`src/rtl/axi_slv_rchannel_pkg.sv`:
```
// axi_slv_rchannel_pkg: shared FSM encoding, frame field offsets and sizing constants
package axi_slv_rchannel_pkg;
    typedef enum logic [1:0] {IDLE, REQ, DRAIN} state_e;
    localparam int WORD_W         = 64;
    localparam int WORDS_PER_BEAT = 4;
    localparam int BEAT_W         = WORD_W * WORDS_PER_BEAT;
    localparam int CREDIT_INIT    = 32;
    localparam int FIFO_DEPTH     = 8;
    localparam int PTR_W          = 3;
    localparam int ADDR_W         = 22;
    localparam int FRAME_W        = 33;
    localparam int F_ADDR         = 0;
    localparam int F_RD           = 22;
    localparam int F_SOF          = 23;
    localparam int F_EOF          = 24;
    localparam int F_ARLEN        = 25;
endpackage

```
`src/rtl/axi_slv_rchannel_if.sv`:
```
// axi_slv_rchannel_if: AXI read channel plus arbiter frame/return signals
interface axi_slv_rchannel_if #(
    parameter int AXI_DATA_WIDTH = 256,
    parameter int AXI_ADDR_WIDTH = 25
);
    logic                      axi_s_arvalid;
    logic                      axi_s_arready;
    logic [7:0]                axi_s_arlen;
    logic [AXI_ADDR_WIDTH-1:0] axi_s_araddr;
    logic                      axi_s_rvalid;
    logic                      axi_s_rready;
    logic                      axi_s_rlast;
    logic [AXI_DATA_WIDTH-1:0] axi_s_rdata;
    logic                      axi2arb_rframe_valid;
    logic                      axi2arb_rframe_ready;
    logic [32:0]               axi2arb_rframe_data;
    logic                      arb2axi_rdata_valid;
    logic [63:0]               arb2axi_rdata;
    modport slave (
        input  axi_s_arvalid, axi_s_arlen, axi_s_araddr, axi_s_rready,
               axi2arb_rframe_ready, arb2axi_rdata_valid, arb2axi_rdata,
        output axi_s_arready, axi_s_rvalid, axi_s_rlast, axi_s_rdata,
               axi2arb_rframe_valid, axi2arb_rframe_data
    );
    modport master (
        output axi_s_arvalid, axi_s_arlen, axi_s_araddr, axi_s_rready,
               axi2arb_rframe_ready, arb2axi_rdata_valid, arb2axi_rdata,
        input  axi_s_arready, axi_s_rvalid, axi_s_rlast, axi_s_rdata,
               axi2arb_rframe_valid, axi2arb_rframe_data
    );
endinterface

```
`src/rtl/sync_fifo_64to256.sv`:
```
// sync_fifo_64to256: packs 64-bit return words 4:1 into an 8-entry 256-bit FIFO (AXI_SLV_RCHANNEL_SVA_EN adds checks)
module sync_fifo_64to256
    import axi_slv_rchannel_pkg::*;
(
    input  logic              clk,
    input  logic              rst_n,
    input  logic              wvalid_i,
    input  logic [WORD_W-1:0] wdata_i,
    input  logic              rd_i,
    output logic [BEAT_W-1:0] rdata_o,
    output logic              empty_o
);
    logic [BEAT_W-WORD_W-1:0] pack_q;
    logic [1:0]               wcnt_q;
    logic [PTR_W-1:0]         wr_ptr_q, rd_ptr_q;
    logic [PTR_W:0]           cnt_q;
    logic [BEAT_W-1:0]        mem_q [FIFO_DEPTH];
    logic                     wr, rd;

    assign wr      = wvalid_i && (wcnt_q == 2'(WORDS_PER_BEAT - 1));
    assign rd      = rd_i && !empty_o;
    assign empty_o = (cnt_q == '0);
    assign rdata_o = empty_o ? '0 : mem_q[rd_ptr_q];

    // words shift in from the top so the first word of a beat ends up in [63:0]
    always_ff @(posedge clk or negedge rst_n) begin
        if (!rst_n) begin
            pack_q   <= '0;
            wcnt_q   <= '0;
            wr_ptr_q <= '0;
            rd_ptr_q <= '0;
            cnt_q    <= '0;
        end else begin
            pack_q   <= wvalid_i ? {wdata_i, pack_q[BEAT_W-WORD_W-1:WORD_W]} : pack_q;
            wcnt_q   <= wcnt_q + 2'(wvalid_i);
            wr_ptr_q <= wr_ptr_q + PTR_W'(wr);
            rd_ptr_q <= rd_ptr_q + PTR_W'(rd);
            cnt_q    <= cnt_q + (PTR_W+1)'(wr) - (PTR_W+1)'(rd);
        end
    end

    // storage needs no reset: the output is forced to zero while empty
    always_ff @(posedge clk) begin
        if (wr) mem_q[wr_ptr_q] <= {wdata_i, pack_q};
    end

`ifdef AXI_SLV_RCHANNEL_SVA_EN
    a_no_write_full: assert property (@(posedge clk) disable iff (!rst_n) !(wr && cnt_q == (PTR_W+1)'(FIFO_DEPTH)));
`else
    // default build carries no checker logic
`endif
endmodule

```
`src/rtl/axi_slv_rchannel.sv`:
```
// axi_slv_rchannel: AXI read slave splitting bursts into 64-bit arbiter frames (AXI_SLV_RCHANNEL_SVA_EN adds checks)
module axi_slv_rchannel
    import axi_slv_rchannel_pkg::*;
#(
    parameter int AXI_DATA_WIDTH = 256,
    parameter int AXI_ADDR_WIDTH = 25
) (
    input logic               clk,
    input logic               rst_n,
    axi_slv_rchannel_if.slave bus
);
    state_e              state_q, state_d;
    logic [ADDR_W-1:0]   addr_q, addr_d;
    logic [7:0]          arlen_q, arlen_d, beat_q, beat_d;
    logic [9:0]          req_q, req_d;
    logic [5:0]          credit_q, credit_d;
    logic                arready_q, fvalid_q;
    logic                ar_hs, f_hs, r_hs, last_req, rvalid, rlast, sof, eof, fifo_empty;
    logic [BEAT_W-1:0]   fifo_dout;
    logic                unused_addr;

    assign unused_addr = ^bus.axi_s_araddr[2:0];
    assign ar_hs       = bus.axi_s_arvalid && arready_q;
    assign f_hs        = fvalid_q && bus.axi2arb_rframe_ready;
    assign rvalid      = !fifo_empty;
    assign r_hs        = rvalid && bus.axi_s_rready;
    assign rlast       = rvalid && (beat_q == arlen_q);
    assign last_req    = (req_q == {arlen_q, 2'b11});
    assign sof         = fvalid_q && (req_q == '0 || addr_q[5:0] == '0);
    assign eof         = (addr_q[5:0] == 6'h3f) || last_req;

    assign bus.axi_s_arready        = arready_q;
    assign bus.axi2arb_rframe_valid = fvalid_q;
    assign bus.axi_s_rvalid         = rvalid;
    assign bus.axi_s_rlast          = rlast;
    assign bus.axi_s_rdata          = AXI_DATA_WIDTH'(fifo_dout);

    // frame word: {arlen, eof, sof, read flag, 64-bit word address}
    always_comb begin
        bus.axi2arb_rframe_data                 = '0;
        bus.axi2arb_rframe_data[F_ADDR +: ADDR_W] = addr_q;
        bus.axi2arb_rframe_data[F_RD]           = 1'b0;
        bus.axi2arb_rframe_data[F_SOF]          = sof;
        bus.axi2arb_rframe_data[F_EOF]          = eof;
        bus.axi2arb_rframe_data[F_ARLEN +: 8]   = arlen_q;
    end

    // next state; credit counts free FIFO words, one per frame, four back per beat read
    always_comb begin
        state_d  = (state_q == IDLE) ? (ar_hs ? REQ : IDLE) :
                   (state_q == REQ)  ? ((f_hs && last_req) ? DRAIN : REQ) :
                   ((r_hs && rlast) ? IDLE : DRAIN);
        addr_d   = ar_hs ? bus.axi_s_araddr[AXI_ADDR_WIDTH-1:3] : addr_q + ADDR_W'(f_hs);
        arlen_d  = ar_hs ? bus.axi_s_arlen : arlen_q;
        req_d    = ar_hs ? '0 : req_q + 10'(f_hs);
        credit_d = credit_q - 6'(f_hs) + (r_hs ? 6'(WORDS_PER_BEAT) : 6'd0);
        beat_d   = (state_q == IDLE) ? '0 : beat_q + 8'(r_hs);
    end

    // FSM and counters with registered handshake outputs
    always_ff @(posedge clk or negedge rst_n) begin
        if (!rst_n) begin
            state_q   <= IDLE;
            addr_q    <= '0;
            arlen_q   <= '0;
            req_q     <= '0;
            credit_q  <= 6'(CREDIT_INIT);
            beat_q    <= '0;
            arready_q <= 1'b1;
            fvalid_q  <= 1'b0;
        end else begin
            state_q   <= state_d;
            addr_q    <= addr_d;
            arlen_q   <= arlen_d;
            req_q     <= req_d;
            credit_q  <= credit_d;
            beat_q    <= beat_d;
            arready_q <= (state_d == IDLE);
            fvalid_q  <= (state_d == REQ) && (credit_d != '0);
        end
    end

    sync_fifo_64to256 u_fifo (
        .clk      (clk),
        .rst_n    (rst_n),
        .wvalid_i (bus.arb2axi_rdata_valid),
        .wdata_i  (bus.arb2axi_rdata),
        .rd_i     (bus.axi_s_rready),
        .rdata_o  (fifo_dout),
        .empty_o  (fifo_empty)
    );

`ifdef AXI_SLV_RCHANNEL_SVA_EN
    a_credit_over:  assert property (@(posedge clk) disable iff (!rst_n) credit_q <= 6'(CREDIT_INIT));
    a_credit_under: assert property (@(posedge clk) disable iff (!rst_n) !(f_hs && credit_q == '0));
    a_stall_stable: assert property (@(posedge clk) disable iff (!rst_n)
                        rvalid && !bus.axi_s_rready |=> $stable(bus.axi_s_rdata) && $stable(bus.axi_s_rlast));
    a_idle_return:  assert property (@(posedge clk) disable iff (!rst_n) !(state_q == IDLE && bus.arb2axi_rdata_valid));
`else
    // default build carries no checker logic
`endif
endmodule

```
`src/flat_wrapper.sv`:
```
// flat-port wrapper written by rule: the top's interface ports become plain ports
module axi_slv_rchannel_flat import axi_slv_rchannel_pkg::*;
#(
    parameter int AXI_DATA_WIDTH = 256,
    parameter int AXI_ADDR_WIDTH = 25
)
  (clk, rst_n, bus_axi_s_arvalid, bus_axi_s_arlen, bus_axi_s_araddr, bus_axi_s_rready, bus_axi2arb_rframe_ready, bus_arb2axi_rdata_valid, bus_arb2axi_rdata, bus_axi_s_arready, bus_axi_s_rvalid, bus_axi_s_rlast, bus_axi_s_rdata, bus_axi2arb_rframe_valid, bus_axi2arb_rframe_data);
  axi_slv_rchannel_if #(.AXI_DATA_WIDTH(AXI_DATA_WIDTH), .AXI_ADDR_WIDTH(AXI_ADDR_WIDTH)) bus_i ();
  input logic clk;
  input logic rst_n;
  input wire logic [$bits(bus_i.axi_s_arvalid)-1:0] bus_axi_s_arvalid;
  input wire logic [$bits(bus_i.axi_s_arlen)-1:0] bus_axi_s_arlen;
  input wire logic [$bits(bus_i.axi_s_araddr)-1:0] bus_axi_s_araddr;
  input wire logic [$bits(bus_i.axi_s_rready)-1:0] bus_axi_s_rready;
  input wire logic [$bits(bus_i.axi2arb_rframe_ready)-1:0] bus_axi2arb_rframe_ready;
  input wire logic [$bits(bus_i.arb2axi_rdata_valid)-1:0] bus_arb2axi_rdata_valid;
  input wire logic [$bits(bus_i.arb2axi_rdata)-1:0] bus_arb2axi_rdata;
  output wire logic [$bits(bus_i.axi_s_arready)-1:0] bus_axi_s_arready;
  output wire logic [$bits(bus_i.axi_s_rvalid)-1:0] bus_axi_s_rvalid;
  output wire logic [$bits(bus_i.axi_s_rlast)-1:0] bus_axi_s_rlast;
  output wire logic [$bits(bus_i.axi_s_rdata)-1:0] bus_axi_s_rdata;
  output wire logic [$bits(bus_i.axi2arb_rframe_valid)-1:0] bus_axi2arb_rframe_valid;
  output wire logic [$bits(bus_i.axi2arb_rframe_data)-1:0] bus_axi2arb_rframe_data;
  assign bus_i.axi_s_arvalid = bus_axi_s_arvalid;
  assign bus_i.axi_s_arlen = bus_axi_s_arlen;
  assign bus_i.axi_s_araddr = bus_axi_s_araddr;
  assign bus_i.axi_s_rready = bus_axi_s_rready;
  assign bus_i.axi2arb_rframe_ready = bus_axi2arb_rframe_ready;
  assign bus_i.arb2axi_rdata_valid = bus_arb2axi_rdata_valid;
  assign bus_i.arb2axi_rdata = bus_arb2axi_rdata;
  assign bus_axi_s_arready = bus_i.axi_s_arready;
  assign bus_axi_s_rvalid = bus_i.axi_s_rvalid;
  assign bus_axi_s_rlast = bus_i.axi_s_rlast;
  assign bus_axi_s_rdata = bus_i.axi_s_rdata;
  assign bus_axi2arb_rframe_valid = bus_i.axi2arb_rframe_valid;
  assign bus_axi2arb_rframe_data = bus_i.axi2arb_rframe_data;
  axi_slv_rchannel #(.AXI_DATA_WIDTH(AXI_DATA_WIDTH), .AXI_ADDR_WIDTH(AXI_ADDR_WIDTH)) u_core (.clk(clk), .rst_n(rst_n), .bus(bus_i));
endmodule
```
`config.mk`:
```
export PLATFORM = sky130hd
export DESIGN_NAME = axi_slv_rchannel_flat
export DESIGN_NICKNAME = d
export VERILOG_FILES = /design/src/rtl/axi_slv_rchannel_pkg.sv /design/src/rtl/axi_slv_rchannel_if.sv /design/src/rtl/sync_fifo_64to256.sv /design/src/rtl/axi_slv_rchannel.sv /design/src/flat_wrapper.sv
export SDC_FILE = /design/constraint.sdc
export NUM_CORES = 2
export LEC_CHECK = 0
export BUFFER_PORTS_ARGS = -buffer_cell sky130_fd_sc_hd__buf_2
export CORE_ASPECT_RATIO = 2
export CORE_MARGIN = 1
export CORE_UTILIZATION = 60
export CTS_BUF_LIST = sky130_fd_sc_hd__clkbuf_4
export DETAILED_ROUTE_END_ITERATION = 7
export PLACE_DENSITY_LB_ADDON = 0.3
export SETUP_SLACK_MARGIN = 0.02
export SLEW_MARGIN = 20
export SYNTH_ARGS = -nofsm -noshare
export SYNTH_HDL_FRONTEND = slang
export SYNTH_SLANG_ARGS = --single-unit
```
`constraint.sdc`:
```
create_clock -name clk -period 21.2 [get_ports clk]
set_input_delay 1.06 -clock clk [delete_from_list [all_inputs] [get_ports clk]]
set_output_delay 1.06 -clock clk [all_outputs]
set_load 0.02 [all_outputs]
```
==> run metrics <==
outcome complete, no violations; final WL roughly 190000 microns; first-pass GRT wire length ~280000 microns; element type at the critical path end primary output; vias in the first global route around 46000; Rows 198; Post-Syn Area 0.0880 sq mm; root buffer cell clkbuf_4; worst hold path class in2reg; max-slew violations 0; Slew @ Worst Pin about 1.1 ns; Worst R2R Setup Slack roughly 17 ns; Max-slew headroom 27.6%; Final Skew 0.113 ns; Power per Cell Area roughly 130 mW/mm^2; VDD IR-drop max 121 uV; Clock Path Buffers 4; setup violators final 0; clock slew seen by the registers of the worst setup and hold paths 0.07 ns; Post-CTS Setup Bufs 0; drt drc 0; proportion of layout cells with a drive suffix above 1 36.9%; hold depth 1; crit path DAT 6.77 ns; antenna-violating nets left 0; HP Start bus_arb2axi_rdata[60]; Req. time, crit path 20.14 ns; Crit Path Class reg2out; fraction of registers with async set/reset 11.3%; Tcrit/Tclk final 36.9%; GRT Total Usage 25.5%; max-cap violations 0; Ys Warns 0; first-pass iteration count of the detailed router 5; syn nets 4166; setup tns final 0 ns; Hold Path End u_core.u_fifo.mem_q[3][252]; CP Launch Point u_core.u_fifo.rd_ptr_q[1]; register area share after synthesis 77.3%; DRT iter0 DRCs 3634; DP HPWL approximately 100000 microns; ys flop type edfxtp_1; Fmax achieved about 130 MHz; Die X 273 microns; Initial Utilization 60.5%; core area ~0.15 sq mm; Area Overhead vs Synth 12.1%; fin util approximately two thirds; largest net degree at the start of global routing 108; EDFF count, synth around 2000; Leak Pwr ~34 nW; final RePlAce weighted congestion 0.790; htree depth 5; reg2reg start u_core.u_fifo.wcnt_q[1]; Num CTS Buffers approximately 470; Die ar. 0.148 sq mm; synth unique cells 44; clock sinks between 2000 and 2500; drt wl/cell 26.1 microns; Worst-Skew Late Latency 1.22 ns; synthesized instance count 4039; CTS tree done; nets 4935; Reg2Reg Capture Point u_core.u_fifo.mem_q[3][81]; Fin. Hold Viols 0; Via density 6.04; RSZ-0062 raised after global routing false; Crit Path Max Fanout 66; Syn Area/Cell 21.8 sq um; power after layout between 0.01 and 0.015 W; WHS about 0.090 ns; gr ovfl total 0; fin crit period 7.83 ns; CP startpoint kind register; Chip Height about 540 microns; Vias 42972; initial antenna violation count 4; number of register bits inferred by synthesis 2310; Worst Reg2Reg Path Length in Cells 6; Port Buf Inserts 391; I/O pins 396
cells in the mapped netlist, types with 9 or more instances:
master | n | area share [%]
or4_1 | 10 | 0.085
mux2i_1 | 256 | 2.9
mux4_2 | 512 | 13
edfxtp_1 | 2048 | 70
ha_1 | 22 | 0.31
clkbuf_1 | 100 | 0.43
nor2_1 | 287 | 1.2
inv_1 | 27 | 0.12
mux2_2 | 192 | 2.5
xnor2_1 | 26 | 0.26
buf_1 | 51 | 0.22
nand4_1 | 9 | 0.064
dfrtp_1 | 260 | 7.4
o21ai_0 | 21 | 0.12
xor2_1 | 23 | 0.23
or3_1 | 9 | 0.064
nand3_1 | 17 | 0.097
buf_2 | 50 | 0.28
nand2_1 | 57 | 0.24
routing by layer:
layer / share of wire (%) / global-route usage, %
met1: 40 / 34.2
met2: 50 / 42.3
met3: 7.7 / 5.36
met4: 2.1 / 8.21
met5: 0 / 0
layout by cell type, fill, tap and decap left out, drive strengths merged, types with 3 or more instances in the layout:
master	n
mux2i	256
clkbuf	679
or4	10
nand3	17
dlygate4sd3	29
and2	6
clkinv	181
edfxtp	2048
a21o	3
mux4	512
xor2	23
and3	3
buf	468
nor2	287
clkinvlp	3
bufinv	7
nor3	8
nand2b	3
nand2	57
xnor2	26
nor4	4
dfrtp	260
a21oi	4
nand4	10
a31oi	7
inv	34
mux2	192
or3	9
o21ai	21
diode	8
ha	22
flip-flops by register name, summed over array words and instances, names as in the netlist:
register and count:
u_core.credit_q 6, u_core.u_fifo.rd_ptr_q 3, u_core.u_fifo.wcnt_q 2, u_core.u_fifo.cnt_q 4, u_core.bus.axi2arb_rframe_valid 1, u_core.u_fifo.mem_q 2048, u_core.addr_q 22, u_core.bus.axi_s_arready 1
u_core.state_q 2, u_core.u_fifo.wr_ptr_q 3, u_core.beat_q 8, u_core.req_q 10, u_core.arlen_q 8, u_core.u_fifo.pack_q 192
worst max path at each step:
stage                                      to  slack [ns]
floorplan           u_core.u_fifo.mem_q[0][0]        1.46
global route             bus_axi_s_rdata[146]       13.05
CTS                      bus_axi_s_rdata[146]       13.16
detailed placement       bus_axi_s_rdata[146]       14.47
global placement         bus_axi_s_rdata[146]       14.43
finish                   bus_axi_s_rdata[135]       13.37
logic make-up after synthesis:
logic type	Yosys count	synth area share [%]
flops	2310	77.3
other cells	1	0.00426
mux	960	18.5
buf+inv	231	1.07
xor+xnor	49	0.488
simple gates	420	2.01
fa+ha+maj	24	0.358
compound gates	44	0.296
final cells by class:
class	instances	area, sq um
flip-flops and latches	2310	68100
fillers	9137	46700
multi-input cells	1498	19100
clock buffers	679	5100
repair buffers	497	2870
well taps	1900	2380
clock inverters	198	1050
inverters	27	101
diodes	8	20.0
worst max-delay path: stages (launching register included):
cell and delay [ns]:
dfrtp_4 0.93, buf_4 0.80, buf_4 0.95, buf_4 0.89
buf_4 0.85, mux4_2 0.37, mux2i_1 0.07, nor2_1 0.34
buf_2 0.24
what timing repair did:
item	in CTS	in global routing
hold endpoints to repair	99	0
resized for setup	0	0
hold buffers	29	0
report_power, final:
part | switching [W] | internal [W] | total [W] | leakage (nW)
sequential | 0.000321 | 0.00542 | 0.00574 | 21.6
clock | 0.00164 | 0.00157 | 0.00322 | 3.64
combinational | 0.00244 | 0.00167 | 0.00412 | 9.03
total | 0.00441 | 0.00867 | 0.0131 | 34.2
metrics by stage:
step | area (sq um) | cells | setup slack (ns)
after detailed placement | 92200 | 6203 | 14.47
after CTS | 98700 | 7109 | 13.16
final | 98700 | 7117 | 13.37
after global placement | 92200 | 6203 | 14.43
after global routing | 98700 | 7116 | 13.05
after floorplan | 88000 | 4039 | 1.46
(Power assumes the default switching activity.)
